File: config.mk
export PLATFORM = sky130hd
export DESIGN_NAME = bldc_gate_driver_flat
export DESIGN_NICKNAME = d
export VERILOG_FILES = /design/src/rtl/bldc_gate_driver_if.sv /design/src/rtl/bldc_gate_driver.sv /design/src/flat_wrapper.sv
export SDC_FILE = /design/constraint.sdc
export NUM_CORES = 1
export LEC_CHECK = 0
export BUFFER_PORTS_ARGS = -buffer_cell sky130_fd_sc_hd__buf_2
export CAP_MARGIN = 5
export CORE_MARGIN = 2
export CORE_UTILIZATION = 35
export CTS_CLUSTER_DIAMETER = 40
export DETAILED_ROUTE_END_ITERATION = 16
export PLACE_DENSITY = 0.6
export RECOVER_POWER = 50
export REMOVE_ABC_BUFFERS = 1
export SYNTH_ARGS = -nofsm -noshare
export SYNTH_HDL_FRONTEND = slang
export SYNTH_SLANG_ARGS = --single-unit
File: constraint.sdc
create_clock -name clk -period 5.7 [get_ports clk]
set_input_delay 0.57 -clock clk [delete_from_list [all_inputs] [get_ports clk]]
set_output_delay 0.57 -clock clk [all_outputs]
set_load 0.005 [all_outputs]
File: src/rtl/bldc_gate_driver_if.sv
// bldc_gate_driver_if: commutation command, PWM and fault inputs plus gate outputs of the gate driver
interface bldc_gate_driver_if;
  logic       enable;
  logic       dir;
  logic [2:0] comm_state;
  logic       pwm_in;
  logic       fault_n;
  logic       clear_fault;
  logic [2:0] inh;
  logic [2:0] inl;
  logic       fault;
  logic       dead;
  modport master (
    output enable, dir, comm_state, pwm_in, fault_n, clear_fault,
    input  inh, inl, fault, dead
  );
  modport slave (
    input  enable, dir, comm_state, pwm_in, fault_n, clear_fault,
    output inh, inl, fault, dead
  );
endinterface

File: src/rtl/bldc_gate_driver.sv
// bldc_gate_driver: maps commutation step to half-bridge gates with dead time and a filtered, latched fault
module bldc_gate_driver #(
  parameter int DEAD_CYCLES  = 1024,
  parameter int FAULT_FILTER = 16,
  parameter int CNT_W        = 11
) (
  input logic               clk,
  input logic               reset_n,
  bldc_gate_driver_if.slave drv
);
  localparam int FW = $clog2(FAULT_FILTER + 1);
  typedef enum logic [1:0] {RUN, DEAD, FAULT} state_t;
  state_t           state_q, state_d;
  logic [CNT_W-1:0] cnt_q, cnt_d;
  logic [5:0]       app_q, app_d, tgt_q, tgt;
  logic             arm_q;
  logic [1:0]       sync_q;
  logic [FW-1:0]    filt_q, filt_d;
  logic             fault_q, fault_d;
  logic [2:0]       inh_q, inh_d, inl_q, inl_d;
  logic             synced, trip, chg, drive;
  assign synced = sync_q[1];
  assign trip   = !synced && filt_q >= FW'(FAULT_FILTER - 1);
  assign chg    = arm_q && tgt != tgt_q;
  assign filt_d = synced ? '0 : (filt_q == FW'(FAULT_FILTER) ? filt_q : filt_q + 1'b1);
  // target pattern {H[C:A], L[C:A]} from direction and commutation step
  always_comb begin
    tgt = '0;
    if (drv.enable)
      case ({drv.dir, drv.comm_state})
        4'b1000, 4'b0011: tgt = 6'b001_010;
        4'b1001, 4'b0100: tgt = 6'b001_100;
        4'b1010, 4'b0101: tgt = 6'b010_100;
        4'b1011, 4'b0000: tgt = 6'b010_001;
        4'b1100, 4'b0001: tgt = 6'b100_001;
        4'b1101, 4'b0010: tgt = 6'b100_010;
        default:          tgt = '0;
      endcase
  end
  // state, dead counter, applied pattern, fault filter and registered gates
  always_ff @(posedge clk or negedge reset_n) begin
    if (!reset_n) begin
      state_q <= DEAD;
      cnt_q   <= CNT_W'(DEAD_CYCLES);
      app_q   <= '0;
      tgt_q   <= '0;
      arm_q   <= 1'b0;
      sync_q  <= 2'b11;
      filt_q  <= '0;
      fault_q <= 1'b0;
      inh_q   <= '0;
      inl_q   <= '0;
    end else begin
      state_q <= state_d;
      cnt_q   <= cnt_d;
      app_q   <= app_d;
      tgt_q   <= tgt;
      arm_q   <= 1'b1;
      sync_q  <= {sync_q[0], drv.fault_n};
      filt_q  <= filt_d;
      fault_q <= fault_d;
      inh_q   <= inh_d;
      inl_q   <= inl_d;
    end
  end
  // next state: fault latch beats clear, clear beats pattern change, change beats dead count
  always_comb begin
    state_d = state_q;
    cnt_d   = cnt_q;
    app_d   = app_q;
    fault_d = fault_q;
    if (trip) begin
      state_d = FAULT;
      fault_d = 1'b1;
    end else if (state_q == FAULT) begin
      if (drv.clear_fault && synced) begin
        state_d = DEAD;
        cnt_d   = CNT_W'(DEAD_CYCLES);
        app_d   = '0;
        fault_d = 1'b0;
      end
    end else if (state_q == RUN) begin
      if (tgt != app_q) begin
        state_d = DEAD;
        cnt_d   = CNT_W'(DEAD_CYCLES);
      end
    end else if (chg) begin
      cnt_d = CNT_W'(DEAD_CYCLES);
    end else if (cnt_q == CNT_W'(1)) begin
      state_d = RUN;
      app_d   = tgt;
    end else begin
      cnt_d = cnt_q - 1'b1;
    end
  end
  // gates drive only in a stable RUN; any change or fault turns them off on the next edge
  always_comb begin
    drive = state_q == RUN && tgt == app_q && !trip;
    inh_d = drive ? app_q[5:3] & {3{drv.pwm_in}} : 3'b000;
    inl_d = drive ? app_q[2:0] : 3'b000;
  end
  assign drv.inh   = inh_q;
  assign drv.inl   = inl_q;
  assign drv.fault = fault_q;
  assign drv.dead  = state_q == DEAD;
endmodule

File: src/flat_wrapper.sv
// flat-port wrapper written by rule: the top's interface ports become plain ports
module bldc_gate_driver_flat 
#(
  parameter int DEAD_CYCLES  = 1024,
  parameter int FAULT_FILTER = 16,
  parameter int CNT_W        = 11
)
  (clk, reset_n, drv_enable, drv_dir, drv_comm_state, drv_pwm_in, drv_fault_n, drv_clear_fault, drv_inh, drv_inl, drv_fault, drv_dead);
  bldc_gate_driver_if drv_i ();
  input logic clk;
  input logic reset_n;
  input wire logic [$bits(drv_i.enable)-1:0] drv_enable;
  input wire logic [$bits(drv_i.dir)-1:0] drv_dir;
  input wire logic [$bits(drv_i.comm_state)-1:0] drv_comm_state;
  input wire logic [$bits(drv_i.pwm_in)-1:0] drv_pwm_in;
  input wire logic [$bits(drv_i.fault_n)-1:0] drv_fault_n;
  input wire logic [$bits(drv_i.clear_fault)-1:0] drv_clear_fault;
  output wire logic [$bits(drv_i.inh)-1:0] drv_inh;
  output wire logic [$bits(drv_i.inl)-1:0] drv_inl;
  output wire logic [$bits(drv_i.fault)-1:0] drv_fault;
  output wire logic [$bits(drv_i.dead)-1:0] drv_dead;
  assign drv_i.enable = drv_enable;
  assign drv_i.dir = drv_dir;
  assign drv_i.comm_state = drv_comm_state;
  assign drv_i.pwm_in = drv_pwm_in;
  assign drv_i.fault_n = drv_fault_n;
  assign drv_i.clear_fault = drv_clear_fault;
  assign drv_inh = drv_i.inh;
  assign drv_inl = drv_i.inl;
  assign drv_fault = drv_i.fault;
  assign drv_dead = drv_i.dead;
  bldc_gate_driver #(.DEAD_CYCLES(DEAD_CYCLES), .FAULT_FILTER(FAULT_FILTER), .CNT_W(CNT_W)) u_core (.clk(clk), .reset_n(reset_n), .drv(drv_i));
endmodule
==> summary.md <==
| Metric | Value |
|---|---|
| Cts repair resizes | 0 |
| Vias | 1744 |
| CTS Buf Count | 5 |
| Synth Register Bits | 40 |
| Ys flop type | dfrtp_1 |
| DR DRC count | 0 |
| Final non-filler cell total | 319 |
| Hold Path Class | reg -> reg |
| RR Endpoint | u_core.app_q[0]$_DFFE_PN0P_ |
| Setup TNS | 0 ps |
| Synth Cell Area | 2310 sq um |
| Inst Count DP | 311 |
| Area fraction of the dominant cell type after synthesis | 0.390 |
| Pwr Density | 359 nW/um^2 |
| Share of layout cells above drive strength 1 | 0.165 |
| First-pass GRT wire length | 7820 um |
| Worst-path fanout max | 13 |
| Drt via density | 5.47 |
| Hold depth | 0 |
| Reg2reg path depth | 5 |
| Max Clock Skew | 6.95 ps |
| Initial Util | 0.363 |
| Slew headroom | -0.385 |
| Pre-CTS setup slack | 2420 ps |
| Gate Count Post-Synth | 227 |
| Die Height | 85.2 um |
| Hold Fails Final Rpt | 0 |
| Run status | finished with violations |
| Cell taking the most area after synthesis | dfrtp_1 |
| Top post-synthesis cells by area | dfrtp_1 (39%), dfstp_2 (4.6%), ha_1 (4.3%) |
| Routed len/inst | 14.8 um |
| Required @ worst endpoint | 5890 ps |
| Clock Root Buffer | clkbuf_8 |
| Final worst-path cycle share | 0.525 |
| EDFF count, synth | 0 |
| Buffers on Ports | 17 |
| Slew of the pin with the lowest slew margin | 2080 ps |
| Vias in the first global route | 1599 |
| H-tree depth | 2 |
| Avg Cell Area, Syn | 10.2 sq um |
| Die span in x | 85.2 um |
| Total of max-cap violations | 1 |
| Hpwl dp | 3360 um |
| Maximum VDD drop | 0.000147 V |
| Worst hold endpoint | u_core.sync_q[1]$_DFF_PN1_ |
| Synth Warn # | 0 |
| Failing checks | max-capacitance violations, max-slew violations |
| Iteration-0 DRC Markers | 121 |
| Crit Reg-Reg Startpoint | u_core.cnt_q[3]$_DFFE_PN0P_ |
| RePlAce Congestion | 0.812 |
| Cell family with most CP delay | compound AO/OA/AOI/OAI gates |
| Core Rows | 29 |
| Drt total wl | 4730 um |
| DRT Pass-1 Iters | 4 |
| Fmax | 334 MHz |
| Worst path bufs/invs | 2 |
| Ant. Diodes | 0 |
| Crit path time final | 3000 ps |
| CTS clk-pin slew, worst paths | 80 ps |
| Core Util, Final | 0.407 |
| Critical path class | in -> reg |
| Critical path, cell by cell | buf_2 > inv_1 > ha_1 > mux2_2 > a32oi_2 > a22o_1 > nor4_2 > a21oi_2 > nand2b_1 > a32o_1 |
| Asr flop ratio synth | 1.00 |
| Sequential area share after synthesis | 0.436 |
| # IOs | 18 |
| Worst path max stage delay | 510 ps |
| Clk buf depth | 2 |
| LEAKAGE | 0.00122 uW |
| Final Hold Slack | 360 ps |
| Hold Startpoint | u_core.sync_q[0]$_DFF_PN1_ |
| Largest net degree at the start of global routing | 41 |
| Area Overhead vs Synth | 12.1% |
| Arr. time, crit path | 3190 ps |
| Clk sinks | 40 |
| Startpoint types | input port |
| GRT Overall Usage | 0.134 |
| CTS tree | built |
| Final ANT Viol Nets | 0 |
| Final setup margin | 2700 ps |
| GRT overflow | 0 |
| # nets final | 259 |
| Pins Over Slew Limit | 41 |
| Setup bufs post-CTS | 0 |
| Critical path launch point | drv_comm_state[1] |
| Die area | 7260 sq um |
| Flop-to-flop setup slack | 2930 ps |
| RSZ-0062 raised after global routing | false |
| Post-CTS Hold Fix Bufs | 0 |
| Worst-Skew Late Latency | 300 ps |
| Crit end category | register |
| Initial antenna violation count | 0 |
| Slowest CP cell | a21oi_2 |
| Core area | 6350 sq um |
| Fill cells | 612 |
| Yosys cell types | 55 |
| # setup viols final | 0 |
[final cells by class]
type                       count  area [sq um]  area share
inverter                      19          71.3      0.0276
tap                           77          96.3      0.0373
sequential                    40          1010       0.389
clock buffer                   5          68.8      0.0266
clock inverter                 3          90.1      0.0348
timing repair buffer          17          83.8      0.0324
multi-input combinational    158          1170       0.452
[cell families (layout without fill, tap and decap cells)]
logic type                 Yosys count  in the layout  share of synthesized area
and+or+nand+nor                     84             84                      0.208
AOI/OAI and AO/OA                   47             47                      0.177
DFF                                 40             40                      0.436
buffers and inverters               29             44                     0.0569
muxes                               11             11                     0.0504
adders and majority gates            8              8                     0.0434
xor gates and xnor gates             7              7                     0.0266
other                                1              1                    0.00163
[routing by layer]
layer,vias to the layer above,share of wire,track usage
met5,-,0,0
met3,6,0.053,0.0360
met4,0,0.011,0.0346
met2,44,0.45,0.200
li1,858,-,-
met1,836,0.48,0.192
[registers in the layout, summed over array words and instances, names as in the netlist]
register          flops
u_core.filt_q         5
u_core.drv.inh        3
u_core.cnt_q         11
u_core.arm_q          1
u_core.drv.fault      1
u_core.sync_q         2
u_core.app_q          6
u_core.tgt_q          6
u_core.state_q        2
u_core.drv.inl        3
[stage by stage]
stage	instance area, sq um	power (uW)
after global placement	2430	608
after CTS	2590	938
final	2590	929
after global routing	2590	989
after floorplan	2250	549
after detailed placement	2430	613
[power breakdown]
group	switching [uW]	internal (uW)
clock network	102	219
logic	127	103
registers	45.9	331
[layout by cell type (no fill, tap or decap), drive strengths merged, types with 2 or more instances in the layout]
| master | instances |
|---|---|
| dfrtp | 36 |
| inv | 19 |
| buf | 16 |
| nor2 | 15 |
| nand2 | 13 |
| mux2i | 9 |
| ha | 8 |
| and3 | 8 |
| a32o | 7 |
| nand4 | 7 |
| nand3 | 7 |
| and2 | 6 |
| nor3 | 6 |
| a22o | 6 |
| a21oi | 6 |
| clkbuf | 6 |
| nor2b | 5 |
| nor4 | 5 |
| a32oi | 5 |
| xnor2 | 4 |
| o21ai | 4 |
| dfstp | 4 |
| xor2 | 3 |
| o2111ai | 3 |
| nand4b | 3 |
| bufinv | 3 |
| a211oi | 3 |
| and2b | 2 |
| o211ai | 2 |
| a21o | 2 |
| mux2 | 2 |
[Yosys cell counts, drive strengths merged, types with 2 or more instances]
cell type,number
nand3,7
a211oi,3
buf,8
inv,19
nor3,6
and2,6
mux2,2
o211ai,2
a32o,7
ha,8
o2111ai,3
clkbuf,2
a21o,2
a32oi,5
nand4,7
nor2,15
xnor2,4
xor2,3
and2b,2
and3,8
dfrtp,36
mux2i,9
nor2b,5
o21ai,4
a21oi,6
a22o,6
dfstp,4
nand4b,3
nand2,13
nor4,5
[worst max-delay path by stage]
stage | endpoint | depth (start not counted) | slack [ps]
floorplan | u_core.cnt_q[2]$_DFFE_PN0P_ | 9 | 3180
global placement | u_core.cnt_q[7]$_DFFE_PN0P_ | 10 | 2470
detailed placement | u_core.cnt_q[2]$_DFFE_PN0P_ | 10 | 2420
CTS | u_core.cnt_q[4]$_DFFE_PN0P_ | 10 | 2730
global route | u_core.cnt_q[7]$_DFFE_PN0P_ | 10 | 2520
finish | u_core.cnt_q[2]$_DFFE_PN0P_ | 10 | 2700
[worst register-to-register path: cells and delay by family, from the launching register on]
family / cells / cell delay (ps)
simple gates: 2 / 1290
compound gates: 3 / 960
flops: 1 / 410
Note: power is estimated with default switching activity, not from simulation.
